$ cat config.mk
export PLATFORM = sky130hd
export DESIGN_NAME = syscall_console
export DESIGN_NICKNAME = d
export VERILOG_FILES = /design/src/rtl/syscall_pkg.sv /design/src/rtl/hex_to_ascii.sv /design/src/rtl/syscall_console.sv
export SDC_FILE = /design/constraint.sdc
export NUM_CORES = 1
export LEC_CHECK = 0
export CELL_PAD_IN_SITES_DETAIL_PLACEMENT = 0
export CELL_PAD_IN_SITES_GLOBAL_PLACEMENT = 1
export CORE_MARGIN = 3
export CORE_UTILIZATION = 34
export DETAILED_ROUTE_END_ITERATION = 12
export PLACE_DENSITY = 0.87
export SLEW_MARGIN = 15
export SYNTH_ARGS = -nofsm -noshare
export SYNTH_HDL_FRONTEND = slang
export SYNTH_SLANG_ARGS = --single-unit
$ cat constraint.sdc
create_clock -name clk -period 3.3 [get_ports clk]
set_clock_uncertainty 0.15 [all_clocks]
set_input_delay 0.825 -clock clk [delete_from_list [all_inputs] [get_ports clk]]
set_output_delay 0.825 -clock clk [all_outputs]
set_load 0.05 [all_outputs]
$ cat src/rtl/syscall_pkg.sv
// syscall_pkg: service codes, ASCII constants and FSM state type for syscall_console
package syscall_pkg;
    localparam logic [31:0] SYS_PRINT_INT  = 32'd1;
    localparam logic [31:0] SYS_EXIT       = 32'd10;
    localparam logic [31:0] SYS_PRINT_CHAR = 32'd11;
    localparam logic [7:0]  ASCII_NL       = 8'h0A;
    typedef enum logic [1:0] {IDLE, SEND, HALTED} state_t;
endpackage

$ cat src/rtl/hex_to_ascii.sv
// hex_to_ascii: maps a 4-bit nibble to its lowercase ASCII hex digit
// ports: nibble (in, 4) value 0..15; ascii (out, 8) '0'..'9' or 'a'..'f'
module hex_to_ascii (
    input  logic [3:0] nibble,
    output logic [7:0] ascii
);
    // 8'h57 + 10 lands on 'a'
    assign ascii = (nibble < 4'd10) ? 8'h30 + {4'h0, nibble} : 8'h57 + {4'h0, nibble};
endmodule

$ cat src/rtl/syscall_console.sv
// syscall_console: console/exit service unit driven by syscall with v0/a0 register taps
// ports: clk, reset (sync, active-high); syscall, v0 (service code), a0 (argument) from the core;
//        stall, halt, err_unsupported to the core; tx_data/tx_valid/tx_ready byte stream to the sink
module syscall_console
    import syscall_pkg::*;
#(
    parameter bit NEWLINE_EN = 1'b1
) (
    input  logic        clk,
    input  logic        reset,
    input  logic        syscall,
    input  logic [31:0] v0,
    input  logic [31:0] a0,
    output logic        stall,
    output logic        halt,
    output logic        err_unsupported,
    output logic [7:0]  tx_data,
    output logic        tx_valid,
    input  logic        tx_ready
);
    state_t      state;
    logic [31:0] arg;
    logic [3:0]  cnt;
    logic [3:0]  code;
    logic        is_int, is_char, is_exit, known, last, fire;
    logic [7:0]  hex, cur;

    assign is_int  = v0 == SYS_PRINT_INT;
    assign is_char = v0 == SYS_PRINT_CHAR;
    assign is_exit = v0 == SYS_EXIT;
    assign known   = is_int || is_char || is_exit;

    // counter 0 selects arg[31:28], counter 7 selects arg[3:0]
    hex_to_ascii u_hex (
        .nibble(arg[{~cnt[2:0], 2'b00} +: 4]),
        .ascii (hex)
    );

    assign last    = (code == SYS_PRINT_CHAR[3:0]) ? cnt == 4'd0 : cnt == (NEWLINE_EN ? 4'd8 : 4'd7);
    assign cur     = (code == SYS_PRINT_CHAR[3:0]) ? arg[7:0] : (cnt[3] ? ASCII_NL : hex);
    assign tx_data = tx_valid ? cur : 8'h00;
    assign fire    = tx_valid && tx_ready && last;
    assign stall   = (state == IDLE && syscall && known) || (state == SEND && !fire) || state == HALTED;

    always_ff @(posedge clk) begin
        if (reset) begin
            state           <= IDLE;
            arg             <= 32'h0;
            cnt             <= 4'h0;
            code            <= 4'h0;
            tx_valid        <= 1'b0;
            halt            <= 1'b0;
            err_unsupported <= 1'b0;
        end else begin
            err_unsupported <= state == IDLE && syscall && !known;
            case (state)
                IDLE: begin
                    if (syscall && (is_int || is_char)) begin
                        arg      <= a0;
                        cnt      <= 4'h0;
                        code     <= v0[3:0];
                        tx_valid <= 1'b1;
                        state    <= SEND;
                    end else if (syscall && is_exit) begin
                        halt  <= 1'b1;
                        state <= HALTED;
                    end
                end
                SEND: begin
                    if (tx_valid && tx_ready) begin
                        if (last) begin
                            tx_valid <= 1'b0;
                            state    <= IDLE;
                        end else begin
                            cnt <= cnt + 4'd1;
                        end
                    end
                end
                HALTED: begin
                end
                default: state <= IDLE;
            endcase
        end
    end
endmodule

# Yosys cells after proc, flatten, opt, wreduce, memory -nomap -nowiden
# Index checks and enable logic that the tools add are counted.
classes:
  addsub: 3
  mul: 0
  div_mod_pow: 0
  order_cmp: 1
  n_eq_ne: 12
  shifts: 1
  mux: 18
  bitwise: 3
  n_reduce_logical: 22
op_table:
  columns: ["operator", "n"]
  rows:
  - ["== test 32 x 4 -> 1 bit (second input constant)", 2]
  - ["== test 32 x 1 -> 1 bit (second input constant)", 1]
  - ["2-to-1 mux 8 bit", 4]
  - ["indexed part select 32 x 6 -> 4 bit", 1]
  - ["2-to-1 mux 4 bit", 3]
  - ["AND reduction 4 bit", 3]
  - ["adder 7 x 4 -> 8 bit (first input constant)", 1]
  - ["== test 4 bit (second input constant)", 2]
  - ["logical AND 1 bit", 8]
  - ["2-to-1 mux 2 bit", 4]
  - ["case mux 4 bit (2 select lines)", 1]
  - ["adder 6 x 4 -> 7 bit (first input constant)", 1]
  - ["!= test 2 bit (second input constant)", 3]
  - ["case mux 2 bit (3 select lines)", 1]
  - ["adder 4 x 1 -> 4 bit (second input constant)", 1]
  - ["logical NOT 4 bit", 1]
  - ["logical OR 1 bit", 4]
  - ["< comparator 4 bit (second input constant)", 1]
  - ["2-to-1 mux 1 bit", 4]
  - ["!= test 3 x 1 -> 1 bit (second input constant)", 1]
  - ["NOT 3 bit", 1]
  - ["AND reduction 3 bit", 1]
  - ["== test 2 x 1 -> 1 bit (second input constant)", 1]
  - ["== test 2 bit (second input constant)", 1]
  - ["other kinds (7)", 9]
totals:
  reg_bits: 45
  latch_bits: 0
  ramBits: 0
  rom_bits: 0
  input_bits: 68
  output_inout_bits: 12
  word_cells: 67
  memories: 0

# Depth between registers and ports, before layout
depth:
  ltp_word: 7
  mapped_depth: 7
  mapped_depth_nobuf: 6

# Modules after synthesis
# From an unflattened synthesis, not the netlist that was laid out.
unflattened:
  cells_unflattened: 294
  area_unflattened_um2: 2675.1
modules_own_cells:
  columns: ["mod", "instances", "cells_per_inst", "area_each_um2", "seq_area_each_um2"]
  rows:
  - ["syscall_console", 1, 277, 2552.4, 900.9]
  - ["hex_to_ascii", 1, 17, 122.6, 0.0]

# Worst setup path before layout
# No wires, ideal clock.
synth_timing:
  path_kind: "register to output"
  from: "register cnt[1]"
  to: "output tx_data[2]"
  arrival_ns: 2.621
  t_required_ns: 2.325
  setup_slack_ns: -0.296
  path_stages_with_launch: 7
  path_buffers: 1
  path_cell_list: "dfxtp_1 > buf_2 > mux4_1 > mux2_2 > a21oi_1 > a31oi_1 > o21ai_0"
synth_between:
  elab_chain_cells: 7
  word_cells_on_any_way: 9
  cone_classes: "add/sub: 2; order compare: 1; shift: 1; mux: 4; bitwise: 1"
synth_rtl:
  columns: ["item", "line_no", "source"]
  rows:
  - ["start, declared", "syscall_console.sv:23", "logic [3:0] cnt;"]
  - ["start signal, assigned", "syscall_console.sv:75", "cnt <= cnt + 4'd1;"]
  - ["NOT 3 bit *", "syscall_console.sv:35", ".nibble(arg[{~cnt[2:0], 2'b00} +: 4]),"]
  - ["indexed part select 32 x 6 -> 4 bit *", "syscall_console.sv:35", null]
  - ["adder 7 x 4 -> 8 bit (tied with other cells)", "hex_to_ascii.sv:8", "assign ascii = (nibble < 4'd10) ? 8'h30 + {4'h0, nibble} : 8'h57 + {4'h0, nibble};"]
  - ["2-to-1 mux 8 bit *", "hex_to_ascii.sv:8", null]
  - ["2-to-1 mux 8 bit * (2 in series)", "syscall_console.sv:40", "assign cur = (code == SYS_PRINT_CHAR[3:0]) ? arg[7:0] : (cnt[3] ? ASCII_NL : hex);"]
  - ["2-to-1 mux 8 bit *", "syscall_console.sv:41", "assign tx_data = tx_valid ? cur : 8'h00;"]
  - ["end, declared", "syscall_console.sv:17", "output logic [7:0] tx_data,"]
# Mark *: on every way between the ends. The rest lies on a longest branch, timed or not.

# Worst setup path in the final report
layout_timing:
  from: "register cnt[0]"
  to: "output tx_data[3]"
# Same word-level chain as after synthesis.

==> results.md <==
- Die area: ~0.0078 mm^2
- Cell Area, Placed: 0.00321 mm^2
- Final slew viol count: 0
- Clk pin slew, worst setup/hold paths: 0.09 ns
- # rows: 29
- Gr usage total: 0.157
- # DRC: 0
- Most frequent cell after synthesis: dfxtp_1
- DPL Wire Length: 4350 um
- PwrDens: between 300 and 400 mW/mm^2
- CP max stage delay: roughly 0.5 ns
- Fin util: 0.544
- Post-Route WL: a little over 6000 um
- Port Buffers: 79
- CP endpoint kind: output pin
- Yosys Warn Count: 0
- TritonRoute pass-1 iters: 4
- Crit path arrival time: 2.37 ns
- GRT busiest layer: met2
- Cell taking the most area after synthesis: dfxtp_1
- Most used cell, CP: buf_6
- Post-synth top flop: dfxtp_1
- Failing checks: setup timing
- Slowest CP cell: mux4_2
- Worst hold start: halt$_SDFFE_PP0P_
- Routed vias: 2016
- CP Max Fanout: 6
- WS Path Type: flip-flop to output pin
- H-tree depth: 2
- Worst rel slew slack: 0.666
- Top cells by area, synth: dfxtp_1, mux2i_1, nor2_1, mux4_2, mux4_1
- Maximum clock insertion buffer count: 2
- Top cells by count, synth: dfxtp_1, nor2_1, mux2i_1
- Post-synth ARST share: 0
- Maxcap violations: 0
- TritonCTS clock tree: yes
- Syn_area_per_cell: between 10 and 15 um^2
- Setup TNS: -0.0856 ns
- Vias/cell: 5.08
- Seq/Total Area, Yosys: 0.392
- Outcome: finished with violations
- Boundary Pins: 80
- Worst r2r src: cnt[1]$_SDFFE_PP0P_
- Met2 Usage GRT: 0.264
- CP startpoint: cnt[0]$_SDFFE_PP0P_
- Crit path cell chain: buf_6 -> mux4_2 -> mux2i_4 -> buf_4 -> buf_6 -> nand3_1 -> a21oi_2 -> buf_12
- Drt first-iter violations: 135
- Top Family by Delay on Critical Path: multiplexers
- Worst hold path type: flip-flop to flip-flop
- Clock sinks: 45
- Routability cong.: 0.886
- Root Buffer: clkbuf_8
- Initial antenna violation count: 0
- Chip height: 88.2 um
- Worst Tran Pin Value: about 0.5 ns
- Max VDD drop: 0.000218 V
- Post-synth EDFFs: 0
- CTS Buf Count: 5
- Number of diodes: 0
- Tmin final: 3.35 ns
- Grt ovf: 0
- Initial Util: 0.355
- Design area: 0.00351 mm^2
- Core area: 0.00646 mm^2
- Period utilization: 1.01
- Grt met1 use: 0.202
- Buffers & Inverters on Critical Path: 4
- Synth unique cells: 43
- Layout fillers: 566
- Final Hold Fails: 0
- Largest net degree at the start of global routing: 46
- # nets final: 390
- Synth Net Count: 299
- Post-synthesis cell count: 228
- Die width: 88.2 um
- Setup violators final: 3
- Final worst slack: -0.0457 ns
- CP required: 2.32 ns
- Leakage: 1.24 nW
- Layout cells sized above 1: 0.194
- Later-pin clock latency in the skew report: roughly 0.30 ns
- ANT nets after route: 0
- Global-route wire length before repair: a little under 10000 um
- RSZ-0062 raised after global routing: true
- Post-Syn Area: 0.00230 mm^2
- Hold-fix buffers, CTS: 0
- Vias in the first global route: 2091
- Synth top area share: 0.392
- F_max: 0.299 GHz
- P&R area growth vs syn: 53.0%
- Wire per inst: about 16 um
- Crit start category: flip-flop
- Seq cells post-synth: 45
- GRT met3 Usage: 0.0376
[state kept, by name, summed over array words and instances, names as in the netlist]
signal and cells:
state 2, err_unsupported 1, tx_valid 1, code 4, arg 32, cnt 4
halt 1
[power by group]
part / switching (mW) / leakage [nW] / internal (mW)
Combinational: 0.0316 / 0.817 / 0.0757
Sequential: 0.000145 / 0.363 / 0.542
Clock: 0.207 / 0.0563 / 0.231
Total: 0.238 / 1.24 / 0.849
[placed cells by master (no fill, tap or decap), types with 5 or more instances in the layout]
cell type / count
dfxtp_1: 44
buf_4: 16
clkbuf_8: 5
nor3_1: 8
mux4_2: 5
mux2i_1: 36
nor4_2: 5
buf_12: 6
inv_1: 5
o21ai_0: 5
nor2_1: 40
clkdlybuf4s50_1: 69
[path summary, 6_finish.rpt]
kind / cells after the start / slack [ns] / to
hold / removal: 2 / 0.31 / halt$_SDFFE_PP0P_
setup / recovery: 8 / -0.05 / tx_data[3]
setup reg to reg: 7 / 1.32 / cnt[1]$_SDFFE_PP0P_
hold reg to reg: 2 / 0.31 / halt$_SDFFE_PP0P_
[routing by layer]
metal  vias up  share of wire
met5         -              0
li1       1008              -
met1       936           0.42
met3        10          0.048
met2        62           0.52
met4         0          0.011
[worst min-delay path, stage by stage, from the launching register on]
cell	delay [ns]
dfxtp_1	0.32
inv_1	0.05
a21oi_1	0.05
[timing repair]
action / in CTS / in global routing
setup buffers: 6 / 4
pin swaps: 2 / 13
endpoints found under the setup margin: 6 / 6
gates resized for setup: 9 / 18
[per-stage QoR]
step | setup slack (ns) | cells | hold slack, ns | power [mW]
global route | -0.117 | 397 | 0.336 | 1.13
CTS | -0.0107 | 393 | 0.318 | 1.09
global placement | 0.0130 | 379 | 0.290 | 0.659
finish | -0.0457 | 397 | 0.310 | 1.09
floorplan | 0.0809 | 228 | 0.301 | 0.573
detailed placement | -0.0387 | 379 | 0.304 | 0.661
[layout make-up]
| type | count | area, um^2 | share of cell area |
|---|---|---|---|
| timing repair buffer | 98 | 1010 | 0.289 |
| clock buffer | 5 | 68.8 | 0.0196 |
| multi-input combinational | 164 | 1360 | 0.388 |
| clock inverter | 3 | 48.8 | 0.0139 |
| inverter | 5 | 18.8 | 0.00534 |
| sequential | 45 | 905 | 0.258 |
| tap | 77 | 96.3 | 0.0274 |
[kinds of logic (layout without fill, tap and decap cells)]
logic type / after synthesis / in the layout / synth area share
flip-flops: 45 / 45 / 0.392
multiplexers: 48 / 48 / 0.269
XOR/XNOR: 4 / 4 / 0.0153
buffers and inverters: 19 / 111 / 0.0518
adder cells (fa/ha/maj): 3 / 3 / 0.0164
AND/OR/NAND/NOR: 83 / 83 / 0.184
AO/OA/AOI/OAI: 26 / 26 / 0.0714
(Power assumes the default switching activity.)
